==> config.mk <==
export PLATFORM = sky130hd
export DESIGN_NAME = dcache_snoop_responder_flat
export DESIGN_NICKNAME = d
export VERILOG_FILES = /design/src/rtl/dcache_snoop_responder_if.sv /design/src/rtl/dcache_snoop_responder.sv /design/src/flat_wrapper.sv
export SDC_FILE = /design/constraint.sdc
export NUM_CORES = 1
export LEC_CHECK = 0
export CORE_AREA = 2 2 114 116
export CTS_CLUSTER_SIZE = 14
export DETAILED_ROUTE_END_ITERATION = 8
export DIE_AREA = 0 0 116 118
export PLACE_DENSITY_LB_ADDON = 0.15
export RECOVER_POWER = 50
export SKIP_CTS_REPAIR_TIMING = 1
export SLEW_MARGIN = 10
export SYNTH_ARGS = -nofsm -noshare
export SYNTH_HDL_FRONTEND = slang
export SYNTH_SLANG_ARGS = --single-unit
==> constraint.sdc <==
create_clock -name CLK -period 1.6 [get_ports CLK]
set_input_delay 0.16 -clock CLK [delete_from_list [all_inputs] [get_ports CLK]]
set_output_delay 0.16 -clock CLK [all_outputs]
set_load 0.02 [all_outputs]
==> src/rtl/dcache_snoop_responder_if.sv <==
// Coherence-controller <-> dcache snoop channel.
//   ccwait      : snoop request from the controller
//   ccinv       : invalidate request from the controller
//   ccsnoopaddr : snooped word address
//   dwait       : low means the word currently on daddr/dstore was accepted
//   cctrans     : this cache holds the line in M and will supply it
//   daddr       : address of the word being supplied
//   dstore      : data of the word being supplied
// master = coherence controller side, slave = dcache snoop responder side.
interface dcache_snoop_responder_if;
  logic        ccwait;
  logic        ccinv;
  logic [31:0] ccsnoopaddr;
  logic        dwait;
  logic        cctrans;
  logic [31:0] daddr;
  logic [31:0] dstore;

  modport master (
    output ccwait, ccinv, ccsnoopaddr, dwait,
    input  cctrans, daddr, dstore
  );

  modport slave (
    input  ccwait, ccinv, ccsnoopaddr, dwait,
    output cctrans, daddr, dstore
  );
endinterface

==> src/rtl/dcache_snoop_responder.sv <==
// Snooped-cache end of the MSI bus protocol, one per L1 dcache.
// Answers controller snoops: reports an M hit on cctrans, forwards the
// two-word block over daddr/dstore, then downgrades the line M->S. Also
// invalidates a line on ccinv. While active it stalls the core-side FSM.
// Ports:
//   CLK, nRST   : clock, asynchronous active-low reset
//   ccif        : coherence channel (slave modport)
//   snoop_busy  : core-side FSM must hold off the arrays
//   arr_idx     : set index to the tag/data arrays (combinational read)
//   arr_valid/arr_dirty/arr_tag/arr_word0/arr_word1 : per-way array read data
//   upd_en/upd_way/upd_valid/upd_dirty : one-cycle line state write
module dcache_snoop_responder #(
  parameter  int WAYS = 2,
  parameter  int SETS = 8,
  localparam int IDXW = $clog2(SETS),
  localparam int TAGW = 32 - 3 - IDXW,
  localparam int WAYW = (WAYS > 1) ? $clog2(WAYS) : 1
) (
  input  logic                   CLK,
  input  logic                   nRST,
  dcache_snoop_responder_if.slave ccif,
  output logic                   snoop_busy,
  output logic [IDXW-1:0]        arr_idx,
  input  logic [WAYS-1:0]        arr_valid,
  input  logic [WAYS-1:0]        arr_dirty,
  input  logic [WAYS*TAGW-1:0]   arr_tag,
  input  logic [WAYS*32-1:0]     arr_word0,
  input  logic [WAYS*32-1:0]     arr_word1,
  output logic                   upd_en,
  output logic [WAYW-1:0]        upd_way,
  output logic                   upd_valid,
  output logic                   upd_dirty
);

  typedef enum logic [2:0] {
    IDLE, LOOKUP, SUP0, GAP, SUP1, DOWN, INVAL
  } state_t;

  state_t state, next;

  logic [TAGW-1:0] snoop_tag, tag_q;
  logic [IDXW-1:0] snoop_idx, idx_q;
  logic [WAYW-1:0] way_c, way_q;
  logic            hit_c, dirty_c, hit_q, m_q;
  logic [31:0]     hit_word0, hit_word1;
  logic            unused_addr_bits;

  assign snoop_tag        = ccif.ccsnoopaddr[31:3+IDXW];
  assign snoop_idx        = ccif.ccsnoopaddr[2+IDXW:3];
  assign unused_addr_bits = ^ccif.ccsnoopaddr[2:0];

  // Tag compare on the set currently presented by the arrays (the snooped
  // set while IDLE). Scanning downwards lets the lowest matching way win.
  always_comb begin
    // NOTE: every always_comb output gets a default first so no path can
    // leave it unassigned and infer a latch.
    hit_c   = 1'b0;
    dirty_c = 1'b0;
    way_c   = '0;
    for (int w = WAYS - 1; w >= 0; w--) begin
      if (arr_valid[w] && (arr_tag[w*TAGW +: TAGW] == snoop_tag)) begin
        hit_c   = 1'b1;
        dirty_c = arr_dirty[w];
        way_c   = WAYW'(w);
      end
    end
  end

  // Block words of the latched hit way; arr_idx holds the latched set.
  always_comb begin
    hit_word0 = '0;
    hit_word1 = '0;
    for (int w = 0; w < WAYS; w++) begin
      if (WAYW'(w) == way_q) begin
        hit_word0 = arr_word0[w*32 +: 32];
        hit_word1 = arr_word1[w*32 +: 32];
      end
    end
  end

  always_ff @(posedge CLK or negedge nRST) begin
    if (!nRST) begin
      state <= IDLE;
      tag_q <= '0;
      idx_q <= '0;
      way_q <= '0;
      hit_q <= 1'b0;
      m_q   <= 1'b0;
    end else begin
      // NOTE: sequential state uses non-blocking assignments so every
      // register samples pre-edge values regardless of statement order.
      state <= next;
      if (state == IDLE && (ccif.ccwait || ccif.ccinv)) begin
        tag_q <= snoop_tag;
        idx_q <= snoop_idx;
        way_q <= way_c;
        hit_q <= hit_c;
        m_q   <= hit_c & dirty_c;
      end
    end
  end

  always_comb begin
    next         = state;
    ccif.cctrans = 1'b0;
    ccif.daddr   = '0;
    ccif.dstore  = '0;
    upd_en       = 1'b0;
    upd_way      = '0;
    upd_valid    = 1'b0;
    upd_dirty    = 1'b0;
    snoop_busy   = (state != IDLE);
    // While IDLE the arrays follow the snooped address so the tag compare
    // is ready on the request cycle; held at zero during reset so every
    // output reads 0.
    arr_idx      = (state == IDLE) ? (nRST ? snoop_idx : '0) : idx_q;

    unique case (state)
      IDLE: begin
        if (ccif.ccwait)     next = LOOKUP;
        else if (ccif.ccinv) next = INVAL;
      end
      LOOKUP: begin
        ccif.cctrans = m_q;
        if (m_q)               next = SUP0;
        else if (!ccif.ccwait) next = IDLE;
      end
      SUP0, GAP: begin
        ccif.cctrans = 1'b1;
        ccif.daddr   = {tag_q, idx_q, 1'b0, 2'b00};
        ccif.dstore  = hit_word0;
        if (!ccif.ccwait)                     next = IDLE;
        else if (state == GAP)                next = SUP1;
        else if (!ccif.dwait)                 next = GAP;
      end
      SUP1: begin
        ccif.cctrans = 1'b1;
        ccif.daddr   = {tag_q, idx_q, 1'b1, 2'b00};
        ccif.dstore  = hit_word1;
        if (!ccif.ccwait)     next = IDLE;
        else if (!ccif.dwait) next = DOWN;
      end
      DOWN: begin
        upd_en    = 1'b1;
        upd_way   = way_q;
        upd_valid = 1'b1;
        next      = IDLE;
      end
      INVAL: begin
        upd_en  = hit_q;
        upd_way = hit_q ? way_q : '0;
        next    = IDLE;
      end
      default: next = IDLE;
    endcase
  end

endmodule

==> src/flat_wrapper.sv <==
// flat-port wrapper written by rule: the top's interface ports become plain ports
module dcache_snoop_responder_flat 
#(
  parameter  int WAYS = 2,
  parameter  int SETS = 8,
  localparam int IDXW = $clog2(SETS),
  localparam int TAGW = 32 - 3 - IDXW,
  localparam int WAYW = (WAYS > 1) ? $clog2(WAYS) : 1
)
  (CLK, nRST, snoop_busy, arr_idx, arr_valid, arr_dirty, arr_tag, arr_word0, arr_word1, upd_en, upd_way, upd_valid, upd_dirty, ccif_ccwait, ccif_ccinv, ccif_ccsnoopaddr, ccif_dwait, ccif_cctrans, ccif_daddr, ccif_dstore);
  dcache_snoop_responder_if ccif_i ();
  input  logic CLK;
  input  logic nRST;
  output logic snoop_busy;
  output logic [IDXW-1:0] arr_idx;
  input  logic [WAYS-1:0] arr_valid;
  input  logic [WAYS-1:0] arr_dirty;
  input  logic [WAYS*TAGW-1:0] arr_tag;
  input  logic [WAYS*32-1:0] arr_word0;
  input  logic [WAYS*32-1:0] arr_word1;
  output logic upd_en;
  output logic [WAYW-1:0] upd_way;
  output logic upd_valid;
  output logic upd_dirty;
  input wire logic [$bits(ccif_i.ccwait)-1:0] ccif_ccwait;
  input wire logic [$bits(ccif_i.ccinv)-1:0] ccif_ccinv;
  input wire logic [$bits(ccif_i.ccsnoopaddr)-1:0] ccif_ccsnoopaddr;
  input wire logic [$bits(ccif_i.dwait)-1:0] ccif_dwait;
  output wire logic [$bits(ccif_i.cctrans)-1:0] ccif_cctrans;
  output wire logic [$bits(ccif_i.daddr)-1:0] ccif_daddr;
  output wire logic [$bits(ccif_i.dstore)-1:0] ccif_dstore;
  assign ccif_i.ccwait = ccif_ccwait;
  assign ccif_i.ccinv = ccif_ccinv;
  assign ccif_i.ccsnoopaddr = ccif_ccsnoopaddr;
  assign ccif_i.dwait = ccif_dwait;
  assign ccif_cctrans = ccif_i.cctrans;
  assign ccif_daddr = ccif_i.daddr;
  assign ccif_dstore = ccif_i.dstore;
  dcache_snoop_responder #(.WAYS(WAYS), .SETS(SETS)) u_core (.CLK(CLK), .nRST(nRST), .ccif(ccif_i), .snoop_busy(snoop_busy), .arr_idx(arr_idx), .arr_valid(arr_valid), .arr_dirty(arr_dirty), .arr_tag(arr_tag), .arr_word0(arr_word0), .arr_word1(arr_word1), .upd_en(upd_en), .upd_way(upd_way), .upd_valid(upd_valid), .upd_dirty(upd_dirty));
endmodule
==> implementation parameters, run 1 <==
Parameter                              Value

Run status
  Status    complete, but fails checks
  Failing checks    negative setup slack

Routing
  Detailed-route DRC error count    0
  Number of DRC markers in iteration 0    around 150
  Wire length reported by the detailed router    roughly 17,000 µm
  Post-detailed-route count of antenna-violating nets    0
  Drt wl/cell    between 15 and 20 µm
  Number of iterations in the first detailed-routing pass    4
  Detailed-route via count    4,264
  Via density    about 4.8

Critical path
  Internal reg-to-reg setup slack    -0.20 ns
  Critical Path Source    u_core.way_q
  Capturing instance or port of the critical path    ccif_dstore[7]
  Startpoint kind of the worst setup timing path    flip-flop
  Max Fanout on Critical Path    7
  Category of the critical setup timing path    reg2out
  Element type at the critical path end    output port
  Req. time, crit path    1.44 ns
  Reg2reg end    u_core.tag_q[17]
  Path depth of the worst reg2reg path    6
  Critical-path cell with the highest stage delay    dfrtp_4
  Cells along the critical path    buf_12, buf_8, mux2i_1, o22ai_1, buf_4
  Slowest Stage Delay on Critical Path    approximately 0.54 ns
  FF-to-FF Start    u_core.state[0]
  Arrival time at the worst endpoint    1.64 ns

Synth
  Synth area leader    dfrtp_1
  Share of async-settable or async-resettable flops after synthesis    100%
  Post-synth design cell area    between 3000 and 4000 µm²
  Number of flops mapped to enable cells by yosys    0
  Avg Synthesized Cell Area    between 9 and 10 µm²
  Count of cell types in the netlist    39
  Cell with the most instances after synthesis    mux2i_1
  Largest family of logic cells by synthesized area    multiplexers
  Synth Warn #    0
  Post-synth top area share    between 20% and 30%
  Synthesized-area fraction occupied by adder cells    0.298%
  Flop and latch count out of synthesis    35
  Share of synthesized area spent on multiplexers    ~29%
  Post-synthesis cell count    355
  Compound-Gate Fraction of Synth Area    under 10%
  XOR/XNOR Fraction of Synth Area    a little over an eighth
  Cells taking the most area after synthesis    dfrtp_1, mux2i_1, xnor2_1, mux2_2, o22ai_1
  Top FF cell, synth    dfrtp_1
  Sequential cell area fraction in the yosys report    a little over a quarter
  Most numerous cell types in the synthesized netlist    mux2i_1, xnor2_1, dfrtp_1, o22ai_1, mux2_2
  Post-synthesis share of cell area spent on and, or, nand and nor gates    between 15 and 20%

Floorplan
  Count of standard-cell rows    just over 40
  Effective utilization at floorplan    a little over a quarter
  Die Footprint    13,700 µm²
  Die Width    ~120 µm
  Placeable core region    between 10,000 and 15,000 µm²
  Chip height    roughly 120 µm
  Total I/O pin count    about 300

Placement
  Total half-perimeter wirelength after legalization and detailed placement    13,300 µm
  Area after detailed placement    6930 µm²
  Routability congestion estimate    roughly 0.91
  Total of buffers placed on input and output ports    between 200 and 300

Clock tree
  Clock-pin slew of the registers on the worst-case setup and hold paths    roughly 0.060 ns
  Maximum count of clock buffers along a single path    2
  Clock root cell    clkbuf_16
  Clock latency of the later-clocked register in the worst-skew pair    0.28 ns
  CTS tree    yes
  Total CTS buffers    5
  Clock Sink Count    35
  H-tree depth reported by CTS    2

Timing
  Final worst slack    -0.203 ns
  Portion of the clock cycle consumed by the worst path in the final layout    113%
  Max-slew headroom at the worst pin    about half
  Achievable clock frequency    ~550 MHz
  Count of final hold-check violations    0
  Number of max-slew violations in the final report    0
  Min Clock Period, post-route    1.80 ns
  Transition at the pin with the smallest max-transition slack    0.770 ns
  RSZ-0062 raised after global routing    true
  Setup total negative slack    -12.69 ns
  Final setup viols    99
  Post-route clock skew    0.00879 ns

Global routing
  GR Util All Layers    22.1%
  Number of global-route vias before repair    4,328
  Largest net degree at the start of global routing    33
  First-pass GRT wire length    approximately 24,000 µm
  Initial antenna violation count    0
  Leftover overflow at the end of global routing    0

Hold path
  HP Class    in2reg
  Worst hold path startpoint    ccif_ccsnoopaddr[16]

Cells and area
  Final layout net count    between 900 and 1,000
  Post-route cell area    between 7000 and 8000 µm²
  Antenna diode count    0
  Layout overhead on the synthesized area    132%
  Layout cells sized above 1    37.1%

Power and ir drop
  VDD IR max    between 0.6 and 0.7 mV
  Power per unit of standard cell area    about 760 nW/µm²
  LEAKAGE    about 0.0032 µW

Job
  Reported max-cap violation count    0
==> where the power goes <==
group | total [µW] | switching, µW | internal [µW]
Clock | 1150 | 374 | 775
Combinational | 3450 | 1450 | 2010
Sequential | 1330 | 156 | 1180
Total | 5930 | 1980 | 3960
==> cells by family (layout without fill, tap and decap cells) <==
kind of cell | count (synthesis) | in the layout
simple gates | 95 | 95
mux | 93 | 93
xor+xnor | 52 | 52
compound gates | 48 | 48
flops | 35 | 35
buf+inv | 30 | 395
fa+ha+maj | 1 | 1
other cells | 1 | 3
==> placed cells by master (no fill, tap or decap), drive strengths merged <==
cell	instances
conb	3
o21ai	5
and2b	4
o2111ai	2
o32ai	3
bufinv	1
inv	2
xor2	8
dlygate4sd3	1
and4b	1
and2	5
nand3	1
nand2	14
a21oi	4
or3	1
nor4	6
dlymetal6s2s	11
maj3	1
xnor2	44
mux2	29
dfrtp	35
mux2i	64
nand4b	1
nand4	20
a31oi	1
or4	1
clkinv	1
nand2b	2
o22ai	32
clkdlybuf4s50	206
nor2b	26
nor4b	1
o21a	1
nor3	1
buf	163
nand4bb	1
nor3b	2
nor2	8
clkbuf	10
==> worst min-delay path by stage <==
| stage | slack [ns] | endpoint | cells past startpoint |
|---|---|---|---|
| 6_report | 0.27 | u_core.tag_q[10] | 2 |
| 3_3_place_gp | -0.01 | u_core.idx_q[0] | 1 |
| 5_1_grt | 0.29 | u_core.tag_q[10] | 2 |
| 3_5_place_dp | -0.01 | u_core.idx_q[1] | 1 |
| 4_1_cts | -0.31 | u_core.idx_q[1] | 1 |
| 2_1_floorplan | -0.14 | u_core.hit_q | 0 |
==> state kept, by name (all words and copies together), names as in the netlist <==
register / flops
u_core.tag_q: 26
u_core.state: 3
u_core.way_q: 1
u_core.m_q: 1
u_core.idx_q: 3
u_core.hit_q: 1
==> cell type report <==
class / count / area (µm²)
timing repair buffer: 385 / 3860
fill: 1086 / 4590
clock inverter: 2 / 35.0
clock buffer: 6 / 139
inverter: 2 / 7.51
tap: 172 / 215
multi-input combinational: 292 / 2690
sequential: 35 / 880
==> metal layers <==
layer | track usage [%] | up-vias | routed length [µm]
li1 | - | 2027 | -
met2 | 40.2 | 186 | 9000
met3 | 5.72 | 22 | 1390
met4 | 4.17 | 0 | 270
met1 | 25.9 | 2029 | 6660
met5 | 0 | - | 0
==> critical path, delay by kind of cell (launching register included) <==
family          cells  cell delay, ns
flops               1            0.54
mux                 1            0.11
buf+inv             3            0.48
compound gates      1            0.22
==> per-stage QoR <==
step | utilization [%] | hold slack, ns | worst slack, ns | power, µW | std cells
after floorplan | - | -0.136 | -0.146 | 2750 | 357
after global placement | 55.8 | -0.0116 | -0.499 | 4290 | 851
after detailed placement | 55.8 | -0.0113 | -0.521 | 4340 | 851
after CTS | 57.2 | -0.312 | -0.666 | 5520 | 859
after global routing | 63.0 | 0.286 | -0.263 | 6240 | 894
final | 63.0 | 0.270 | -0.203 | 5930 | 894
Note: power is estimated with default switching activity, not from simulation.
==> inputs of run 2 (changes only) <==
- REMOVE_ABC_BUFFERS: default -> 1
==> run 2 against run 1 <==
Against the previous run:
- the run still ends with negative setup slack left
- clock power shrank 10%
- global-route usage is 1.3 points lower
- wire length rose by 0.42%
- maximum frequency is 1.3% lower
- flip-flop and latch count stayed put
- cell count decreased by 0.89%
- highest routed layer unchanged
- first-iteration DRC count is 18% higher
- largest power group unchanged
- setup slack worse by 0.024 ns
- non-clock buffer count is 8 lower
==> implementation parameters, run 2 (same netlist as run 1, synthesis figures left out) <==
Parameter                              Value

Run status
  Status    complete, but fails checks
  Failing checks    negative setup slack

Clock tree
  H-tree depth reported by CTS    2 (unchanged)
  Clock-pin slew of the registers on the worst-case setup and hold paths    0.06 ns (about the same)
  Clock root cell    clkbuf_16
  Maximum count of clock buffers along a single path    2 (unchanged)
  CTS tree    yes
  Clock latency of the later-clocked register in the worst-skew pair    0.28 ns (about the same)
  Total CTS buffers    5 (unchanged)
  Clock Sink Count    35 (unchanged)

Critical path
  Cells along the critical path    or3_4, buf_6, nor2_8, buf_12, buf_12, mux2_2
  Req. time, crit path    1.76 ns (+0.32 ns)
  Category of the critical setup timing path    reg2reg
  Startpoint kind of the worst setup timing path    flip-flop
  Critical-path cell with the highest stage delay    dfrtp_1
  Buf+Inv Stages, Crit Path    3 (unchanged)
  Max Fanout on Critical Path    12 (+5)
  Reg2reg end    u_core.tag_q[7]
  FF-to-FF Start    u_core.state[0]
  Arrival time at the worst endpoint    1.99 ns (+0.35 ns)
  Path depth of the worst reg2reg path    6 (unchanged)
  Internal reg-to-reg setup slack    -0.23 ns (-0.02 ns)
  Cell type group with the largest total delay on the critical path    simple AND/OR/NAND/NOR gates
  Slowest Stage Delay on Critical Path    0.42 ns (-0.12 ns)
  Element type at the critical path end    flip-flop
  Cell occurring most often along the worst timing path    buf_12

Cells and area
  Count of filler cells inserted in the layout    1,036 (-4.6%)
  Most common cell after layout, fill and taps aside    clkdlybuf4s50_1
  Layout overhead on the synthesized area    137%
  Multi-input gate area in the final layout    2820 µm² (+4.9%)
  Combined flip-flop and latch cell area    881 µm² (+0.14%)
  Most flop-heavy register    u_core.tag_q
  Biggest registers after layout    u_core.tag_q (26), u_core.idx_q (3), u_core.state (3)
  Final core utilization    64.3% (+1.3 points)
  Max reg flops    26 (unchanged)
  Final layout net count    934 (-0.85%)
  Most used cells in the layout excluding fill and tap cells    clkdlybuf4s50_1, buf_4, mux2i_1
  Layout cells sized above 1    37.8% (+0.70 points)
  Antenna diode count    0 (unchanged)

Power and ir drop
  LEAKAGE    0.00339 µW (+5.7%)
  Net switching fraction of the power    33.9% (+0.61 points)
  Proportion of power drawn by flip-flops and latches    23.0% (+0.5 points)
  Power per unit of standard cell area    732 nW/µm² (-3.5%)
  VDD IR max    0.652 mV (-0.81%)
  P_int    3860 µW (-2.5%)
  Net Switching    1980 µW (+0.25%)
  Share of power burned in the clock network    17.6% (-1.8 points)
  Final Total Pwr    5840 µW (-1.6%)
  Combinational share of power    59.3% (+1.1 points)

Placement
  Total half-perimeter wirelength after legalization and detailed placement    12,600 µm (-4.8%)
  Routability congestion estimate    0.935 (+3.2%)
  Total of buffers placed on input and output ports    287 (unchanged)

Timing
  Max-slew headroom at the worst pin    47.9% (-0.81 points)
  Final worst slack    -0.226 ns (-0.0235 ns)
  Final setup viols    97 (-2.0%)
  Portion of the clock cycle consumed by the worst path in the final layout    114% (+1.5 points)
  Post-route clock skew    0.00632 ns (-0.00248 ns)
  Setup total negative slack    -12.66 ns (+0.0319 ns)
  Count of final hold-check violations    0 (unchanged)
  Number of max-slew violations in the final report    0 (unchanged)
  Min Clock Period, post-route    1.83 ns (+0.0235 ns)
  Transition at the pin with the smallest max-transition slack    0.782 ns (+0.0121 ns)
  Achievable clock frequency    548 MHz (-1.3%)
  RSZ-0062 raised after global routing    true

Global routing
  GR Util All Layers    20.8% (-1.3 points)
  Number of global-route vias before repair    4,131 (-4.6%)
  First-pass GRT wire length    22,300 µm (-5.4%)
  Largest net degree at the start of global routing    37 (+12%)
  Initial antenna violation count    0 (unchanged)
  Leftover overflow at the end of global routing    0 (unchanged)

Routing
  Via density    4.77 (about the same)
  Post-detailed-route count of antenna-violating nets    0 (unchanged)
  Wire length reported by the detailed router    17,400 µm (+0.42%)
  Drt wl/cell    19.6 µm (+1.3%)
  Detailed-route DRC error count    0 (unchanged)
  Detailed-route via count    4,227 (-0.87%)
  Number of iterations in the first detailed-routing pass    4 (unchanged)
  Number of DRC markers in iteration 0    180 (+18%)

Floorplan
  Count of standard-cell rows    41 (unchanged)
  Effective utilization at floorplan    27.1% (unchanged)
  Chip height    118 µm (unchanged)
  Die Footprint    13,700 µm² (unchanged)
  Placeable core region    12,400 µm² (unchanged)
  Total I/O pin count    294 (unchanged)
  Die Width    116 µm (unchanged)

Hold path
  Worst hold path startpoint    ccif_ccsnoopaddr[19]
  HP Class    in2reg
  Hold Crit Endpoint    u_core.tag_q[13]
  Cell depth of the worst hold path    2 (unchanged)

Job
  Reported max-cap violation count    0 (unchanged)
## run 2: changes by cell type in the layout (fill, tap and decap cells not counted), moves of 4 or more
cell,change
dlymetal6s2s_1,+13
buf_4,-11
nor2b_2,-4
nor2b_4,+8
buf_6,-4
xnor2_1,-12
clkbuf_16,+5
nor2b_1,-4
clkdlybuf4s50_1,-14
xnor2_2,+11
o22ai_1,+4
## run 2: per-stage QoR
stage | area, µm² | hold WS, ns | setup WS, ns | cells
floorplan | 3220 | -0.136 | -1.38 | 329
CTS | 7000 | -0.278 | -0.660 | 854
finish | 7980 | 0.277 | -0.226 | 886
global route | 7980 | 0.296 | -0.268 | 886
detailed placement | 6840 | 0.0207 | -0.498 | 846
global placement | 6840 | 0.0148 | -0.511 | 846
## run 2: how the worst max path moves through the flow
stage,slack (ns),start,endpoint,cells after the start
6_report,-0.23,u_core.state[0],u_core.tag_q[7],6
4_1_cts,-0.66,u_core.state[0],arr_idx[0],4
3_5_place_dp,-0.50,ccif_ccsnoopaddr[22],u_core.m_q,7
2_1_floorplan,-1.38,u_core.way_q,ccif_dstore[0],2
5_1_grt,-0.27,u_core.state[0],u_core.tag_q[4],6
3_3_place_gp,-0.51,ccif_ccsnoopaddr[22],u_core.m_q,7
## run 2: final cells by class
class	count	area share, %
Timing Repair Buffer	377	48.9
Multi-Input combinational cell	292	35.3
Sequential cell	35	11.0
Tap cell	172	2.70
Clock buffer	8	1.96
Inverter	2	0.0941
## run 2: power groups by stage
stage | clock network [µW] | logic, µW | registers [µW]
3_3_place_gp | 0 | 2910 | 1330
4_1_cts | 1050 | 2960 | 1330
2_1_floorplan | 0 | 1280 | 1300
5_1_grt | 1100 | 3660 | 1380
3_5_place_dp | 0 | 2930 | 1340
6_report | 1030 | 3470 | 1350
## run 2: metal layers
layer,part of all wire (%),up-vias,global-route usage [%],wire length [µm]
met5,0,-,0,0
met4,1.9,0,4.84,324
met3,8.5,20,5.77,1480
met2,53,198,38.2,9270
met1,36,1986,23.3,6320
li1,-,2023,-,-
==> inputs of run 3 (changes only) <==
- CORE_AREA: 2 2 114 116 -> 2 2 116 118
- DIE_AREA: 0 0 116 118 -> 0 0 118 120
- clock period: 1.6 -> 2 ns (I/O delays scaled with it)
==> run 3 against run 2 <==
Against the previous run:
- the run now ends clean
- sequential power is 21% lower
- clock power decreased by 22%
- power fell by 32%
- setup slack better by 0.35 ns
- critical endpoint is now ccif_daddr[3]
==> implementation parameters, run 3 (same netlist as run 1, synthesis figures left out) <==
Parameter                              Value

Timing
  Final worst slack    0.119 ns (+0.345 ns)
  Portion of the clock cycle consumed by the worst path in the final layout    between 90% and 100%
  Achievable clock frequency    roughly 530 MHz
  Final setup viols    0 (-100%)
  Number of max-slew violations in the final report    0 (unchanged)
  RSZ-0062 raised after global routing    false
  Count of final hold-check violations    0 (unchanged)
  Transition at the pin with the smallest max-transition slack    0.855 ns (+0.0729 ns)
  Setup total negative slack    0 ns (+12.66 ns)
  Max-slew headroom at the worst pin    43.0% (-4.9 points)
  Min Clock Period, post-route    1.88 ns
  Post-route clock skew    0.0101 ns (+0.00383 ns)

Global routing
  Leftover overflow at the end of global routing    0 (unchanged)
  GR Util All Layers    20.5% (-0.30 points)
  Initial antenna violation count    0 (unchanged)
  Largest net degree at the start of global routing    35 (-5.4%)
  First-pass GRT wire length    22,800 µm (+2.2%)
  Number of global-route vias before repair    4,097 (-0.82%)

Placement
  Routability congestion estimate    0.824 (-12%)
  Total of buffers placed on input and output ports    287 (unchanged)
  Post-Place Cells    829 (-2.0%)
  Post-placement setup slack    -0.112 ns (+0.386 ns)
  Total half-perimeter wirelength after legalization and detailed placement    12,600 µm (-0.20%)

Clock tree
  Clock Sink Count    35 (unchanged)
  CTS tree    yes
  Clock root cell    clkbuf_16
  Clock-pin slew of the registers on the worst-case setup and hold paths    0.06 ns (about the same)
  H-tree depth reported by CTS    2 (unchanged)
  Clock latency of the later-clocked register in the worst-skew pair    0.28 ns (about the same)
  Total CTS buffers    5 (unchanged)
  Maximum count of clock buffers along a single path    2 (unchanged)

Routing
  Number of iterations in the first detailed-routing pass    4 (unchanged)
  Detailed-route via count    3,888 (-8.0%)
  Number of DRC markers in iteration 0    136 (-24%)
  Detailed-route DRC error count    0 (unchanged)
  Post-detailed-route count of antenna-violating nets    0 (unchanged)
  Via density    4.64 (-2.8%)
  Drt wl/cell    18.2 µm (-7.2%)
  Wire length reported by the detailed router    15,300 µm (-12%)

Critical path
  Max Fanout on Critical Path    29 (+17)
  Arrival time at the worst endpoint    1.68 ns (-0.31 ns)
  Path depth of the worst reg2reg path    5 (-1)
  Category of the critical setup timing path    reg2out
  Startpoint kind of the worst setup timing path    flip-flop
  Element type at the critical path end    output port
  Req. time, crit path    1.80 ns (+0.04 ns)

Floorplan
  Die Width    118 µm (+1.7%)
  Effective utilization at floorplan    25.9% (-1.2 points)
  Total I/O pin count    294 (unchanged)
  Die Footprint    14,200 µm² (+3.4%)
  Placeable core region    13,000 µm² (+4.6%)
  Chip height    120 µm (+1.7%)
  Count of standard-cell rows    42 (+2.4%)

Cells and area
  Layout overhead on the synthesized area    104%
  Final instance count without filler cells    838 (-5.4%)
  Most used cells in the layout excluding fill and tap cells    clkdlybuf4s50_1, mux2i_1, dlymetal6s2s_1
  Antenna diode count    0 (unchanged)
  Biggest registers after layout    u_core.tag_q (26), u_core.idx_q (3), u_core.state (3)
  Layout cells sized above 1    11.8% (-26 points)
  Max reg flops    26 (unchanged)
  Final layout net count    882 (-5.6%)
  Most common cell after layout, fill and taps aside    clkdlybuf4s50_1
  Most flop-heavy register    u_core.tag_q

Power and ir drop
  Combinational share of power    53.5% (-5.8 points)
  LEAKAGE    0.00331 µW (-2.3%)
  Net switching fraction of the power    34.1% (+0.18 points)
  Share of power burned in the clock network    20.0% (+2.4 points)
  Proportion of power drawn by flip-flops and latches    26.5% (+3.5 points)
  P_int    2630 µW (-32%)
  Net Switching    1360 µW (-31%)
  Power per unit of standard cell area    583 nW/µm² (-20%)
  VDD IR max    0.483 mV (-26%)

Job
  Reported max-cap violation count    0 (unchanged)

Run status
  Status    complete, no violations

Hold path
  HP Class    in2async
-- run 3: power groups by stage --
stage / Clock (µW) / Sequential, µW / Combinational, µW
2_1_floorplan: 0 / 1040 / 1020
3_3_place_gp: 0 / 1060 / 2240
3_5_place_dp: 0 / 1070 / 2260
4_1_cts: 823 / 1060 / 2270
5_1_grt: 859 / 1090 / 2280
6_report: 799 / 1060 / 2140
-- run 3: worst max-delay path, cell delays in order (launching register included) --
cell            delay (ns)
dfrtp_1               0.40
nand2b_1              0.20
and2_1                0.20
buf_12                0.16
and2b_1               0.21
dlymetal6s2s_1        0.23
-- run 3: through the flow --
| step | instance area (µm²) | hold WS, ns | utilization [%] | total power [µW] |
|---|---|---|---|---|
| after detailed placement | 6660 | 0.0202 | 51.3 | 3330 |
| after floorplan | 3220 | -0.0956 | - | 2060 |
| after global routing | 6860 | 0.359 | 52.8 | 4240 |
| after global placement | 6660 | 0.0140 | 51.3 | 3290 |
| final | 6860 | 0.342 | 52.8 | 4000 |
| after CTS | 6810 | -0.280 | 52.5 | 4150 |
-- run 3: layout make-up --
class / instances / area [µm²]
fillers: 1222 / 6120
repair buffers: 325 / 3280
multi-input cells: 292 / 2320
flip-flops and latches: 35 / 880
well taps: 176 / 220
clock buffers: 7 / 143
clock inverters: 1 / 8.76
inverters: 2 / 7.51
-- run 3: final timing paths --
| path | from | end | slack (ns) |
|---|---|---|---|
| max | u_core.state[2] | ccif_daddr[3] | 0.12 |
| min | nRST | u_core.idx_q[0] | 0.34 |
| max reg2reg | u_core.state[0] | u_core.tag_q[3] | 0.15 |
| min reg2reg | u_core.tag_q[21] | u_core.tag_q[21] | 0.50 |
| max in group asynchronous | nRST | u_core.way_q | 0.45 |
| min in group CLK | u_core.tag_q[21] | u_core.tag_q[21] | 0.50 |
-- run 3: layer usage --
metal | vias to the layer above | global-route usage [%] | wire (µm)
met5 | - | 0 | 0
met4 | 0 | 4.14 | 208
met1 | 1811 | 23.6 | 6040
met2 | 157 | 37.9 | 7940
met3 | 12 | 5.47 | 1080
li1 | 1908 | - | -
